[config.mk]
export PLATFORM = sky130hd
export DESIGN_NAME = conv_sequencer
export DESIGN_NICKNAME = d
export VERILOG_FILES = /design/src/rtl/conv_pkg.sv /design/src/rtl/conv_pos_counter.sv /design/src/rtl/conv_sequencer.sv
export SDC_FILE = /design/constraint.sdc
export NUM_CORES = 1
export LEC_CHECK = 0
export ABC_CLOCK_PERIOD_IN_PS = 2200
export CAP_MARGIN = 10
export CORE_ASPECT_RATIO = 0.5
export CORE_UTILIZATION = 40
export CTS_BUF_LIST = sky130_fd_sc_hd__clkbuf_2
export CTS_CLUSTER_SIZE = 30
export DETAILED_ROUTE_END_ITERATION = 7
export PLACE_DENSITY_LB_ADDON = 0.3
export SLEW_MARGIN = 20
export SYNTH_ARGS = -nofsm -noshare
export SYNTH_HDL_FRONTEND = slang
export SYNTH_SLANG_ARGS = --single-unit
[constraint.sdc]
create_clock -name clk -period 2.2 [get_ports clk]
set_clock_uncertainty 0.15 [all_clocks]
set_input_delay 0.22 -clock clk [delete_from_list [all_inputs] [get_ports clk]]
set_output_delay 0.22 -clock clk [all_outputs]
set_load 0.02 [all_outputs]
[src/rtl/conv_pkg.sv]
// Shared types and constants for the convolution sequencer.
// Holds the FSM state encoding, counter width and filter tap count.
package conv_pkg;

    localparam int ADDR_FIFO = 8;
    localparam int FILT_TAPS = 9;

    typedef enum logic [2:0] {
        IDLE,
        LOAD_FILT,
        CLR,
        STREAM,
        DRAIN,
        DONE
    } state_t;

endpackage

[src/rtl/conv_pos_counter.sv]
// Column/row position tracker for the pixel stream.
// Column wraps at row_length-1 and bumps the row; last flags the final pixel.
module conv_pos_counter
    import conv_pkg::*;
(
    input  logic                 clk,
    input  logic                 rst,
    input  logic                 clear,
    input  logic                 advance,
    input  logic [ADDR_FIFO-1:0] row_length,
    input  logic [ADDR_FIFO-1:0] num_rows,
    output logic [ADDR_FIFO-1:0] column,
    output logic [ADDR_FIFO-1:0] row,
    output logic                 last
);

    localparam logic [ADDR_FIFO-1:0] ONE = ADDR_FIFO'(1);

    logic col_end;

    assign col_end = (column == row_length - ONE);
    assign last    = col_end && (row == num_rows - ONE);

    // Step the position on each accepted pixel, wrapping at end of row.
    always_ff @(posedge clk or negedge rst) begin
        if (!rst) begin
            column <= '0;
            row    <= '0;
        end else if (clear) begin
            column <= '0;
            row    <= '0;
        end else if (advance) begin
            if (col_end) begin
                column <= '0;
                row    <= row + ONE;
            end else begin
                column <= column + ONE;
            end
        end
    end

endmodule

[src/rtl/conv_sequencer.sv]
// Control sequencer for a 3x3 line-buffer convolver.
// Loads 9 filter words, clears the line buffer, streams an image, drains the MAC.
module conv_sequencer
    import conv_pkg::*;
#(
    parameter int MAC_LATENCY = 1
) (
    input  logic                 clk,
    input  logic                 rst,
    input  logic                 start,
    input  logic [ADDR_FIFO-1:0] row_length,
    input  logic [ADDR_FIFO-1:0] num_rows,
    input  logic                 filt_valid,
    output logic                 filt_ready,
    input  logic                 pix_valid,
    output logic                 pix_ready,
    output logic                 shifting_filter,
    output logic                 shifting_line,
    output logic                 line_buffer_reset,
    output logic                 mac_enable,
    output logic                 out_valid,
    output logic                 busy,
    output logic                 done,
    output logic                 cfg_err
);

    localparam logic [ADDR_FIFO-1:0] MIN_DIM = ADDR_FIFO'(3);
    localparam logic [ADDR_FIFO-1:0] EDGE    = ADDR_FIFO'(2);

    state_t                 state;
    state_t                 next;
    logic [ADDR_FIFO-1:0]   rl_q;
    logic [ADDR_FIFO-1:0]   nr_q;
    logic [ADDR_FIFO-1:0]   column;
    logic [ADDR_FIFO-1:0]   row;
    logic                   last;
    logic [3:0]             filt_cnt;
    logic [7:0]             drain_cnt;
    logic                   err_q;
    logic                   mac_q;
    logic [MAC_LATENCY-1:0] dly;
    logic                   accept;
    logic                   start_ok;
    logic                   bad_cfg;

    assign accept     = (state == STREAM) && pix_valid;
    assign start_ok   = (state == IDLE) && start;
    assign bad_cfg    = (row_length < MIN_DIM) || (num_rows < MIN_DIM);
    assign mac_enable = mac_q;
    assign out_valid  = dly[MAC_LATENCY-1];
    assign cfg_err    = done && err_q;

    conv_pos_counter u_pos (
        .clk        (clk),
        .rst        (rst),
        .clear      (state == CLR),
        .advance    (accept),
        .row_length (rl_q),
        .num_rows   (nr_q),
        .column     (column),
        .row        (row),
        .last       (last)
    );

    // State register.
    always_ff @(posedge clk or negedge rst) begin
        if (!rst) state <= IDLE;
        else      state <= next;
    end

    // Next-state logic and per-state control outputs.
    always_comb begin
        next              = state;
        filt_ready        = 1'b0;
        shifting_filter   = 1'b0;
        line_buffer_reset = 1'b0;
        pix_ready         = 1'b0;
        shifting_line     = 1'b0;
        busy              = 1'b1;
        done              = 1'b0;
        unique case (state)
            IDLE: begin
                busy = 1'b0;
                if (start) next = bad_cfg ? DONE : LOAD_FILT;
            end
            LOAD_FILT: begin
                filt_ready      = 1'b1;
                shifting_filter = filt_valid;
                if (filt_valid && filt_cnt == 4'(FILT_TAPS - 1))
                    next = CLR;
            end
            CLR: begin
                line_buffer_reset = 1'b1;
                next              = STREAM;
            end
            STREAM: begin
                pix_ready     = 1'b1;
                shifting_line = pix_valid;
                if (pix_valid && last) next = DRAIN;
            end
            DRAIN: begin
                if (drain_cnt == 8'(MAC_LATENCY)) next = DONE;
            end
            DONE: begin
                done = 1'b1;
                next = IDLE;
            end
            default: next = IDLE;
        endcase
    end

    // Job configuration capture, filter/drain counting and MAC enable.
    always_ff @(posedge clk or negedge rst) begin
        if (!rst) begin
            rl_q      <= '0;
            nr_q      <= '0;
            err_q     <= 1'b0;
            filt_cnt  <= '0;
            drain_cnt <= '0;
            mac_q     <= 1'b0;
        end else begin
            if (start_ok) begin
                rl_q  <= row_length;
                nr_q  <= num_rows;
                err_q <= bad_cfg;
            end
            if (state == LOAD_FILT && filt_valid) begin
                if (filt_cnt == 4'(FILT_TAPS - 1)) filt_cnt <= '0;
                else                               filt_cnt <= filt_cnt + 4'd1;
            end
            if (state == DRAIN) drain_cnt <= drain_cnt + 8'd1;
            else                drain_cnt <= '0;
            mac_q <= accept && (column >= EDGE) && (row >= EDGE);
        end
    end

    // MAC pipeline delay line producing out_valid.
    always_ff @(posedge clk or negedge rst) begin
        if (!rst) begin
            dly <= '0;
        end else begin
            dly[0] <= mac_q;
            for (int i = 1; i < MAC_LATENCY; i++) dly[i] <= dly[i-1];
        end
    end

endmodule

### Yosys cells after proc, flatten, opt, wreduce, memory -nomap -nowiden

Index checks and enable logic that the tools add are counted.

* div/mod/pow operators: 0
* muxes and demuxes: 21
* add/sub/neg operators: 6
* reduce and logical (&&, ||, !) cells: 15
* shift operators: 0
* equality and inequality tests: 13
* $mul: 0
* magnitude comparators: 4
* bitwise logic cells: 0

Operators with widths (count)
* 2-to-1 mux 8 bit: 7
* adder 8 x 1 -> 8 bit (second input constant): 3
* == test 8 bit: 2
* greater-or-equal comparator 8 x 2 -> 1 bit (second input constant): 2
* less-than comparator 8 x 2 -> 1 bit (second input constant): 2
* subtractor 8 x 1 -> 8 bit (second input constant): 2
* 2-to-1 mux 3 bit: 5
* case mux 3 bit (5 select lines): 1
* logical AND 1 bit: 9
* == test 8 x 1 -> 1 bit (second input constant): 1
* 2-to-1 mux 1 bit: 7
* == test 3 x 2 -> 1 bit (second input constant): 2
* == test 3 bit (second input constant): 2
* != test 2 bit (second input constant): 3
* adder 4 x 1 -> 4 bit (second input constant): 1
* == test 4 bit (second input constant): 1
* 2-to-1 mux 4 bit: 1
* AND reduction 4 bit: 1
* nonzero test 2 bit: 2
* == test 3 x 1 -> 1 bit (second input constant): 1
* zero test 3 bit: 1
* != test 2 x 1 -> 1 bit (second input constant): 1
* AND reduction 2 bit: 1
* logical OR 1 bit: 1

* register bits after elaboration: 50
* input port bits: 21
* RAM bits: 0
* memories: 0
* bits in latches: 0
* memory bits (read-only): 0

### Longest topological paths before layout

* depth after elaboration: 6
* depth in mapped cells: 10

### Cells and area by module

Synthesis repeated with hierarchy kept, for this count alone.

* cell total of the unflattened synthesis: 303
* area, all modules: 3037.9 um2

By module, submodules not included
* conv_sequencer: cells each 137, times used 1, area each 1611.5 um2, sequential area each 850.8 um2
* conv_pos_counter: cells each 166, times used 1, area each 1426.4 um2, sequential area each 400.4 um2

### Worst setup path before layout

No wires, ideal clock.

* path type: reg-to-reg
* start: register rl_q[0]
* end: register u_pos.row[4]
* data arrival time: 2.202 ns
* clock period less this slack: 2.418 ns
* path buffers: 0
* path slack: -0.218 ns
* data required time: 1.984 ns
* stages on the path, launching flop included: 8
* path through: dfrtp_1 > inv_1 > ha_1 > or3_1 > a311oi_4 > a31oi_4 > or4_1 > nand2_1

* word-level cells in the longest chain between the ends: 4

RTL lines
* start: declaration: line conv_sequencer.sv:32 `logic [ADDR_FIFO-1:0] rl_q;`
* start signal: assignment: line conv_sequencer.sv:123 `rl_q <= row_length;`
* subtractor 8 x 1 -> 8 bit: line conv_pos_counter.sv:21 `assign col_end = (column == row_length - ONE);`
* == test 8 bit: line conv_pos_counter.sv:21
* nonzero test 2 bit (no line)
* AND reduction 2 bit (no line)
* end signal: assignment: line conv_pos_counter.sv:35 `row <= row + ONE;`
* end: declaration: line conv_pos_counter.sv:13 `output logic [ADDR_FIFO-1:0] row,`

No other way between the ends.
A chain may end at the register's enable or synchronous reset.

### Worst setup path after layout

* start: register rl_q[3]
* end: register u_pos.row[2]

Same word-level chain as after synthesis.

==> flow_summary.json <==
{
  "status": "finished with violations",
  "violations": "negative setup slack",
  "drt_iter0_drc": 142,
  "crit_chain": "nor3_1 > and3_1 > o2111ai_2 > a311oi_4 > buf_4 > a31o_4 > a21oi_2 > a31o_2",
  "setup_ws_ps": -67.0,
  "nets": 401,
  "wl_per_cell_um": 14.4,
  "core_um2": 6830,
  "die_area_um2": 7570,
  "die_x_um": 122,
  "synthArstFlopShare_pct": 100,
  "yosysSeqAreaShare_pct": 43.4,
  "syn_area_um2": 2880,
  "synth-edff-count": 0,
  "endpoint_kind": "flip-flop",
  "regToRegSetupSlack_ps": -70,
  "cp.arrival_ps": 2480,
  "path_buf_inv": 1,
  "ir_worst_vdd_uv": 406,
  "nFillCells": 607,
  "slowest_delay_ps": 510,
  "final-setup-viol-count": 17,
  "rsz0062_at_grt": "true",
  "final-max-slew-violation-count": 0,
  "crit_type": "flip-flop to flip-flop",
  "cp_num_cells": 8,
  "diodes": 0,
  "std_cell_rows": 21,
  "synth_top_area_cell": "dfrtp_1",
  "cts_tree": "yes",
  "ios": 31,
  "cts_buffers": 5,
  "multiInputGateArea_um2": 1680,
  "p_leak_nw": 1.62,
  "synth.net_count": 340,
  "syn_to_final_growth_pct": 28.2,
  "power.total_w": 0.00284,
  "slew_headroom_pct": 57.9,
  "grt_pass1_vias": 2277,
  "powerDensity_nw_per_um2": 769,
  "grt_pass1_wl_mm": 10.6,
  "tightest_slew_ps": 632,
  "htree_levels": 2,
  "path_clk_slew_ps": 280,
  "synth_cell_types": 47,
  "dr.pass1.iters": 4,
  "layout_common_cells": "dfrtp_1, nand2_1, buf_4",
  "start_util_pct": 42.2,
  "syn_inst": 309,
  "viasPerCell": 5.33,
  "clockBufferDepth": 2,
  "cp-start-kind": "flip-flop",
  "place.gp.congestion": 0.847,
  "cts_sinks": 50,
  "synthTopCellsByArea": "dfrtp_1, mux2_2, xor2_1",
  "place_area_um2": 3420,
  "grt_max_degree": 51,
  "fin_util_pct": 54.1,
  "r2r_end": "u_pos.row[2]$_DFFE_PN0P_",
  "dieHeight_um": 62.0,
  "holdCritPathClass": "input pin to flip-flop",
  "hold_viol": 0,
  "drive_gt1_share_pct": 25.6,
  "max_cap_violations": 0,
  "critical_path.slowest_cell": "dfrtp_2",
  "layout_commonest_cell": "dfrtp_1",
  "ys_seq_elements": 50,
  "syn_area_per_cell_um2": 9.33,
  "clock_latency_ps": 450,
  "crit_family": "compound AO/OA/AOI/OAI gates",
  "vias": 2469,
  "synth_top_area_share_pct": 43.4,
  "yosysWarnings": 0,
  "grtUsageTotal_pct": 18.3,
  "ant_nets": 0,
  "crit_fanout": 5,
  "antenna_found_initial": 0,
  "period_share_pct": 103,
  "register_area_um2": 1260,
  "drc": 0,
  "max_freq_ghz": 0.441,
  "crit_start": "rl_q[3]$_DFFE_PN0P_",
  "synthFlopType": "dfrtp_1",
  "crit_required_ps": 2410,
  "reg2reg_depth": 8,
  "instances_no_fill": 463,
  "port_buffers": 30,
  "grt.overflow.total": 0,
  "fin_area_um2": 3700,
  "crit_path_end": "u_pos.row[2]$_DFFE_PN0P_",
  "dp_cells": 440,
  "setup_tns_ps": -572,
  "drt-total-wl_mm": 6.69,
  "cts-root-buf": "clkbuf_2",
  "fin_crit_ps": 2270,
  "place_hpwl_mm": 4.77,
  "r2r_start": "rl_q[3]$_DFFE_PN0P_"
}
==> state kept, by name (all words and copies together), names as in the netlist <==
name,cells
drain_cnt,8
err_q,1
filt_cnt,4
mac_enable,1
nr_q,8
out_valid,1
rl_q,8
state,3
u_pos.column,8
u_pos.row,8
==> tightest hold or removal path, stage by stage <==
cell and delay [ps]:
clkdlybuf4s50_1 420, nand2_1 70, o21ai_0 70
==> cell families (layout without fill, tap and decap cells) <==
group                      count (synthesis)  count (layout)  synth area share (%)
buffers and inverters                     25              86                  3.30
AOI/OAI and AO/OA                         56              57                  13.6
DFF                                       50              50                  43.4
adders and majority gates                 10              10                  4.34
xor gates and xnor gates                  25              25                  7.59
and+or+nand+nor                          129             129                  22.4
muxes                                     14              14                  5.42
==> cell type report <==
class                   count  share of cell area, %
clock inverters             3                  0.575
flip-flops and latches     50                   34.0
clock buffers               5                  0.677
well taps                  92                   3.11
repair buffers             63                   14.7
multi-input cells         235                   45.4
inverters                  15                   1.52
==> report_power, final <==
group	switching (W)	internal, W	total, W
clock	0.000311	0.0000783	0.000389
combinational	0.000645	0.000599	0.00124
sequential	0.000153	0.00106	0.00121
total	0.00111	0.00174	0.00284
==> cells in the mapped netlist, types with 5 or more instances <==
master	n
a21oi_1	12
xor2_1	15
dfrtp_1	50
nor4_1	9
nor2b_1	5
mux2_2	13
ha_1	10
nand3_1	13
nand2b_1	7
nand2_1	33
nor3_1	8
nor2_1	26
inv_1	15
o21ai_0	19
xnor2_1	10
or3_1	6
and3_1	6
clkbuf_1	9
==> worst min-delay path by stage <==
| stage | start | endpoint | slack, ps | depth (start not counted) |
|---|---|---|---|---|
| after floorplan | rst | drain_cnt[0]$_DFF_PN0_ | -230 | 0 |
| after global placement | rst | u_pos.row[2]$_DFFE_PN0P_ | 210 | 2 |
| after detailed placement | rst | u_pos.row[2]$_DFFE_PN0P_ | 220 | 2 |
| after CTS | num_rows[3] | nr_q[3]$_DFFE_PN0P_ | 180 | 3 |
| after global routing | num_rows[1] | nr_q[1]$_DFFE_PN0P_ | 160 | 3 |
| final | num_rows[3] | nr_q[3]$_DFFE_PN0P_ | 180 | 3 |
==> routing by layer <==
layer  GRT usage [%]  up-vias  share of wire, %
met1            24.5     1201                48
met5               0        -                 0
met2            31.1       50                47
met3            3.83        9               4.9
li1                -     1209                 -
met4            4.70        0              0.85
==> metrics by stage <==
| stage | hold WS (ps) | worst slack, ps |
|---|---|---|
| 2_1_floorplan | -226 | 2.51 |
| 3_3_place_gp | 207 | -11.5 |
| 3_5_place_dp | 218 | -114 |
| 4_1_cts | 177 | -118 |
| 5_1_grt | 156 | -193 |
| 6_report | 176 | -67.0 |
==> repair_timing <==
| item | 4_1_cts | 5_1_grt |
|---|---|---|
| hold endpoints to repair | 50 | 0 |
| gates cloned | 1 | 0 |
| gates resized for setup | 26 | 31 |
| setup buffers | 9 | 5 |
| setup endpoints to repair | 23 | 24 |
| hold buffers | 1 | 0 |
| pin swaps | 9 | 13 |
No activity file was read; power rests on OpenSTA's default activity.
